==> src/rtl/constants_pkg.sv <==
// constants_pkg: shared widths and enums for the GPU dispatch controller
package constants_pkg;
   localparam int ADDR_WIDTH = 16;
   typedef enum logic [1:0] {
      SET_BASE  = 2'b00,
      SET_COUNT = 2'b01,
      LAUNCH    = 2'b10,
      ABORT     = 2'b11
   } gpu_op_e;
   typedef enum logic [1:0] {
      IDLE,
      DISPATCH,
      DRAIN,
      DONE
   } dispatch_state_e;
endpackage

==> src/rtl/gpu_free_core_picker.sv <==
// gpu_free_core_picker: one-hot grant of the lowest-index free core
module gpu_free_core_picker #(
   parameter int NUM_CORES = 4
) (
   input  logic [NUM_CORES-1:0] i_free,
   output logic [NUM_CORES-1:0] o_grant,
   output logic                 o_any_free
);
   assign o_grant    = i_free & (~i_free + NUM_CORES'(1));
   assign o_any_free = |i_free;
endmodule

==> src/rtl/gpu_dispatch_ctrl.sv <==
// gpu_dispatch_ctrl: decodes config/launch commands and dispatches kernel blocks to cores
module gpu_dispatch_ctrl #(
   parameter int ADDR_WIDTH = constants_pkg::ADDR_WIDTH,
   parameter int NUM_CORES  = 4
) (
   input  logic                  clk,
   input  logic                  rst,
   input  logic                  i_start,
   input  logic [1:0]            i_op_code,
   input  logic [ADDR_WIDTH-1:0] i_cfg_data,
   output logic                  o_busy,
   output logic [NUM_CORES-1:0]  o_core_launch,
   output logic [ADDR_WIDTH-1:0] o_launch_block_id,
   output logic [ADDR_WIDTH-1:0] o_launch_base_addr,
   input  logic [NUM_CORES-1:0]  i_core_done,
   output logic                  o_kernel_done,
   output logic                  o_kernel_aborted
);
   import constants_pkg::*;
   gpu_op_e               w_op;
   dispatch_state_e       r_state, w_next_state;
   logic [ADDR_WIDTH-1:0] r_base, r_count, r_next_id, r_block_id, r_base_addr;
   logic [NUM_CORES-1:0]  r_core_busy, r_core_launch, w_grant;
   logic                  r_busy, r_kernel_done, r_kernel_aborted, r_aborted;
   logic                  w_any_free, w_launch_cmd, w_abort_cmd, w_cfg_ok, w_issue, w_done_state;

   assign w_op         = gpu_op_e'(i_op_code);
   assign w_cfg_ok     = i_start && r_state == IDLE;
   assign w_launch_cmd = w_cfg_ok && w_op == LAUNCH;
   assign w_abort_cmd  = i_start && w_op == ABORT && r_state != IDLE;

   gpu_free_core_picker #(.NUM_CORES(NUM_CORES)) u_picker (
      .i_free    (~r_core_busy),
      .o_grant   (w_grant),
      .o_any_free(w_any_free)
   );

   // state register
   always_ff @(posedge clk) begin
      if (rst) r_state <= IDLE;
      else     r_state <= w_next_state;
   end

   // next state: drain starts once every block is issued or on abort; done once all cores are idle
   always_comb begin
      w_next_state = r_state;
      case (r_state)
         IDLE:     w_next_state = w_launch_cmd ? DISPATCH : IDLE;
         DISPATCH: w_next_state = (w_abort_cmd || r_next_id == r_count) ? DRAIN : DISPATCH;
         DRAIN:    w_next_state = (r_core_busy == '0) ? DONE : DRAIN;
         default:  w_next_state = IDLE;
      endcase
   end

   // outputs of the FSM: at most one block issued per cycle, never on the abort edge
   always_comb begin
      w_issue      = r_state == DISPATCH && !w_abort_cmd && w_any_free && r_next_id < r_count;
      w_done_state = r_state == DONE;
   end

   // config registers, dispatch bookkeeping and registered outputs
   always_ff @(posedge clk) begin
      if (rst) begin
         r_base           <= '0;
         r_count          <= '0;
         r_next_id        <= '0;
         r_block_id       <= '0;
         r_base_addr      <= '0;
         r_core_busy      <= '0;
         r_core_launch    <= '0;
         r_busy           <= 1'b0;
         r_aborted        <= 1'b0;
         r_kernel_done    <= 1'b0;
         r_kernel_aborted <= 1'b0;
      end else begin
         if (w_cfg_ok && w_op == SET_BASE)  r_base  <= i_cfg_data;
         if (w_cfg_ok && w_op == SET_COUNT) r_count <= i_cfg_data;
         if (w_issue) begin
            r_block_id  <= r_next_id;
            r_base_addr <= r_base;
         end
         r_next_id        <= w_launch_cmd ? '0 : r_next_id + ADDR_WIDTH'(w_issue);
         r_core_busy      <= (r_core_busy & ~i_core_done) | (w_issue ? w_grant : '0);
         r_core_launch    <= w_issue ? w_grant : '0;
         r_busy           <= w_next_state != IDLE;
         r_aborted        <= w_launch_cmd ? 1'b0 : (r_aborted || w_abort_cmd);
         r_kernel_done    <= w_done_state;
         r_kernel_aborted <= w_done_state && (r_aborted || w_abort_cmd);
      end
   end

   assign o_busy             = r_busy;
   assign o_core_launch      = r_core_launch;
   assign o_launch_block_id  = r_block_id;
   assign o_launch_base_addr = r_base_addr;
   assign o_kernel_done      = r_kernel_done;
   assign o_kernel_aborted   = r_kernel_aborted;
endmodule
==> config.mk <==
export PLATFORM = sky130hd
export DESIGN_NAME = gpu_dispatch_ctrl
export DESIGN_NICKNAME = d
export VERILOG_FILES = /design/src/rtl/constants_pkg.sv /design/src/rtl/gpu_free_core_picker.sv /design/src/rtl/gpu_dispatch_ctrl.sv
export SDC_FILE = /design/constraint.sdc
export NUM_CORES = 1
export LEC_CHECK = 0
export ABC_AREA = 1
export CAP_MARGIN = 15
export CORE_ASPECT_RATIO = 1.4
export CORE_UTILIZATION = 46
export CTS_CLUSTER_SIZE = 12
export DETAILED_ROUTE_END_ITERATION = 10
export DONT_BUFFER_PORTS = 1
export GPL_ROUTABILITY_DRIVEN = 0
export PLACE_DENSITY_LB_ADDON = 0.3
export SLEW_MARGIN = 5
export SYNTH_ARGS = -nofsm -noshare
export SYNTH_HDL_FRONTEND = slang
export SYNTH_SLANG_ARGS = --single-unit
==> constraint.sdc <==
create_clock -name clk -period 6.8 [get_ports clk]
set_clock_uncertainty 0.05 [all_clocks]
set_input_delay 0.34 -clock clk [delete_from_list [all_inputs] [get_ports clk]]
set_output_delay 0.34 -clock clk [all_outputs]
set_load 0.02 [all_outputs]
* Word-level counts from Yosys, hierarchy flattened
Index checks and enable logic that the tools add are counted.
Storage, ports and cells: register bits after elaboration 94, input port bits 25, output and inout bits 39, word-level logic and storage cells 53
Cells by class: add/sub/neg operators 2, magnitude comparators 1, equality and inequality tests 7, multiplexer cells 5, bitwise operators 6, reductions and logical operators 20
Operator list (count):
- $add A16 B1 Y16 | 1
- $eq A16 B16 Y1 | 1
- $lt A16 B16 Y1 | 1
- $not A4 Y4 | 3
- $logic_and A1 B1 Y1 | 10
- $and A4 B4 Y4 | 2
- $eq A2 B2 Y1 const B | 4
- $pmux W2 S3 | 1
- $add A4 B1 Y4 const B | 1
- $eq A2 B1 Y1 const B | 2
- $logic_not A2 Y1 | 2
- $logic_not A4 Y1 | 1
- $mux W4 | 1
- $or A4 B4 Y4 | 1
- $reduce_bool A2 Y1 | 2
- $reduce_or A4 Y1 | 1
- $logic_or A1 B1 Y1 | 2
- $mux W1 | 2
- $mux W2 | 1
- $reduce_or A2 Y1 | 1
- $logic_not A1 Y1 | 1

* Depth between registers and ports, before layout
depth after elaboration 9, mapped depth 24, mapped depth without buffers 23

* Modules after synthesis
From an unflattened synthesis, not the netlist that was laid out.
Unflattened totals: cells, all modules 565, area total of the unflattened synthesis 4409.2 um2
Modules (own cells, without submodules):
- gpu_dispatch_ctrl | instances 1, cells each 555, area an instance 4362.9 um2, sequential area each 1881.8 um2
- gpu_free_core_picker | instances 1, cells each 10, area an instance 46.3 um2, sequential area each 0.0 um2

* Worst setup path before layout
Ideal clock, no wire load.
path kind register -> register, start point reg r_count[15], end point reg r_next_id[14], library setup time 0.115 ns, data arrival time 2.384 ns, data required time 6.635 ns, slack 4.251 ns, cell stages (with the launch flop) 22, path buffers 1, clock period less this slack 2.549 ns, cell sequence dfxtp_1 inv_1 ha_1 nand2_1 nand3_1 nor2_1 nand2_1 nor2_2 buf_6 nand2_2 inv_1 ha_1 ha_1 nand2_1 inv_1 nand3_1 nor2_1 nand2_1 nor2_1 nand3_1 nand2_1 nor2_1
On the way: cells in the longest elaborated chain, start to end 3
Ends and longest elaborated chain:
- start: declaration | RTL line gpu_dispatch_ctrl.sv:22 | logic [ADDR_WIDTH-1:0] r_base, r_count, r_next_id, r_block_id, r_base_addr;
- start signal: assignment | RTL line gpu_dispatch_ctrl.sv:77 | if (w_cfg_ok && w_op == SET_COUNT) r_count <= i_cfg_data;
- $lt A16 B16 Y1 | RTL line gpu_dispatch_ctrl.sv:57 | w_issue = r_state == DISPATCH && !w_abort_cmd && w_any_free && r_next_id < r_count;
- $logic_and A1 B1 Y1 | RTL line gpu_dispatch_ctrl.sv:57
- via w_issue | RTL line gpu_dispatch_ctrl.sv:25 | logic w_any_free, w_launch_cmd, w_abort_cmd, w_cfg_ok, w_issue, w_done_state;
- $add A16 B1 Y16 | RTL line gpu_dispatch_ctrl.sv:82 | r_next_id <= w_launch_cmd ? '0 : r_next_id + ADDR_WIDTH'(w_issue);
- end signal: assignment | RTL line gpu_dispatch_ctrl.sv:82
- end: declaration | RTL line gpu_dispatch_ctrl.sv:22
The timed path passes the listed nets, and every way through them passes these cells. A chain may end at the register's enable or synchronous reset.

* Worst setup path after layout
start point reg r_next_id[11], end point reg r_next_id[14]
On the way: cells in the longest elaborated chain, start to end 3
Ends and longest elaborated chain (RTL line):
- $lt A16 B16 Y1 | gpu_dispatch_ctrl.sv:57
- $logic_and A1 B1 Y1 | gpu_dispatch_ctrl.sv:57
- via w_issue | gpu_dispatch_ctrl.sv:25
- $add A16 B1 Y16 | gpu_dispatch_ctrl.sv:82
The timed path passes the listed nets, and every way through them passes these cells.

==> metrics.md <==
| Metric | Value |
|---|---|
| Mapped Nets | 598 |
| DRT iter0 DRCs | 206 |
| Yosys reg bits | 94 |
| Htree depth | 3 |
| Placed Cells | 634 |
| Largest net degree at the start of global routing | 75 |
| IO Port Bufs | 0 |
| Max Slew Vio Count | 0 |
| CP Capture Type | register |
| Worst-case vdd ir drop | 170 uV |
| Clk_lat worst skew | 350 ps |
| P&R area growth vs syn | 7.35% |
| Non-Filler Instances | 650 |
| Critical-path maximum fanout | 9 |
| HPWL Detailed | 6280 um |
| Clock-pin slew on the worst setup and hold paths | 70 ps |
| CTS tree | done |
| Root Driver | clkbuf_16 |
| Synth top area share | 45.5% |
| EDFF count, synth | 0 |
| Crit-path cells | ha_1 > a21oi_1 > a21oi_1 > nor2_4 > nand2_2 > inv_1 > ha_1 > ha_1 > nand2_1 > inv_1 > nand3_1 > nor2_1 > nand2_1 > nor2_1 > nand3_1 > nand2_1 > nor2_1 |
| Post-route ant nets | 0 |
| Drt total wl | 8950 um |
| Most frequent cells in the layout | dfxtp_1 (94), nand2_1 (81), inv_1 (72) |
| Number of antenna violations at the first check in global routing | 0 |
| Row count | 40 |
| DR pass1 iterations | 4 |
| Overflow after GRT | 0 |
| Crit Path Class | reg -> reg |
| Largest cells by area after synthesis | dfxtp_1 (46%), a21oi_1 (8.2%), nand2_1 (7.4%) |
| Vias in the first global route | 3147 |
| Sink Count | 94 |
| Hold buffer count at cts | 0 |
| Final Critical Period | 2820 ps |
| LEAKAGE | 1.76 nW |
| Final Setup Violations | 0 |
| Max Cap Viol | 0 |
| Largest area contributor in the netlist | dfxtp_1 |
| Worst Tran Pin Value | 912 ps |
| Final core occ | 51.3% |
| Global-route wire length before repair | 14800 um |
| Initial Util | 47.7% |
| RSZ-0062 raised after global routing | false |
| Post-synthesis sequential area ratio | 45.5% |
| Avg Synthesized Cell Area | 7.45 um^2 |
| Total power | 0.00128 W |
| CP max stage delay | 410 ps |
| Inserted Clock Buffers | 9 |
| Core area | 8660 um^2 |
| Commonest non-fill, non-tap cell in the layout | dfxtp_1 |
| Mapped cell area | 4130 um^2 |
| Cell variety after synth | 27 |
| CTS resizes | 0 |
| Cells after synthesis | 555 |
| CP Data Arrival Time | 3020 ps |
| DR WL/cell | 13.8 um |
| Layout cells sized above 1 | 6.42% |
| # diodes | 0 |
| Max-slew headroom | 39.1% |
| Ys flop type | dfxtp_1 |
| Fin. Hold Viols | 0 |
| Outcome | finished clean |
| Fillcell total | 859 |
| Hold Crit Class | in -> reg |
| Cell family contributing the most delay on the critical path | simple AND/OR/NAND/NOR gates |
| Critical path's slowest cell | dfxtp_1 |
| Post-CTS Setup Bufs | 0 |
| Setup TNS Final | 0 ps |
| Worst EP required | 6990 ps |
| Vias/cell | 5.23 |
| Max Root-Sink Buffers | 2 |
| CP Launch Type | register |
| Nets | 583 |
| WP buf/inv | 2 |
| Highest clock rate | 354 MHz |
| Via count | 3402 |
| Die area | 9380 um^2 |
| GR Util All Layers | 20.9% |
| I/O pins | 64 |
| Die Wd | 82.1 um |
| DRC | 0 |
| Power density cells | 289 nW/um^2 |
| Tcrit/Tclk final | 41.5% |
| Ys async rst share | 0% |
| Die H | 114 um |
| Warnings, synthesis | 0 |
through the flow:
step	hold slack, ps	cell area [um^2]	setup WS, ps
finish	9.20	4440	3980
global route	12.9	4440	3580
CTS	5.55	4440	4020
detailed placement	373	4130	4040
global placement	373	4130	4150
floorplan	367	4130	4250
Yosys cell counts, types with 5 or more instances:
cell type  number
a21oi_1        68
a21oi_2        10
buf_1           5
buf_6           5
clkbuf_1       13
dfxtp_1        94
ha_1           18
inv_1          73
nand2_1        82
nand3_1        47
nor2_1         68
nor3_1         10
o21ai_0        40
per-layer routing:
layer	track usage, %	vias to the layer above	wire length, um	part of all wire [%]
met3	4.54	17	419	4.7
met2	34.7	66	4380	49
met1	24.6	1555	3870	43
li1	-	1764	-	-
met4	11.3	0	277	3.1
met5	0	-	0	0
cell families (layout without fill, tap and decap cells):
kind of cell | count (synthesis) | after routing | share of synthesized area [%]
XOR/XNOR | 1 | 1 | 0.212
flip-flops | 94 | 94 | 45.5
AND/OR/NAND/NOR | 219 | 219 | 22.5
buffers and inverters | 103 | 93 | 10.7
AO/OA/AOI/OAI | 120 | 120 | 15.5
adder cells (fa/ha/maj) | 18 | 18 | 5.45
layout make-up:
class | instances | area [um^2] | share of cell area (%)
flip-flops and latches | 94 | 1880 | 42.4
inverters | 74 | 278 | 6.26
multi-input cells | 358 | 1820 | 40.9
clock inverters | 6 | 70.1 | 1.58
well taps | 105 | 131 | 2.96
clock buffers | 10 | 239 | 5.38
repair buffers | 3 | 22.5 | 0.507
worst paths after layout:
path	slack [ps]	start	depth (start not counted)	endpoint
max	3980	r_next_id[11]	17	r_next_id[14]
min	9	rst	1	o_core_launch[2]
max reg2reg	3980	r_next_id[11]	17	r_next_id[14]
min reg2reg	400	r_base[6]	2	r_base[6]
flip-flops by register name, indices dropped and copies added (netlist names), 2 cells and up:
register and flops:
r_base 16, o_launch_base_addr 16, o_core_launch 4, r_next_id 16, r_state 2, r_core_busy 4, o_launch_block_id 16, r_count 16
power breakdown:
group	internal (W)	switching [W]
clock	0.000296	0.000214
sequential	0.000583	0.0000404
combinational	0.0000479	0.000101
total	0.000927	0.000355
Note: power is estimated with default switching activity, not from simulation.
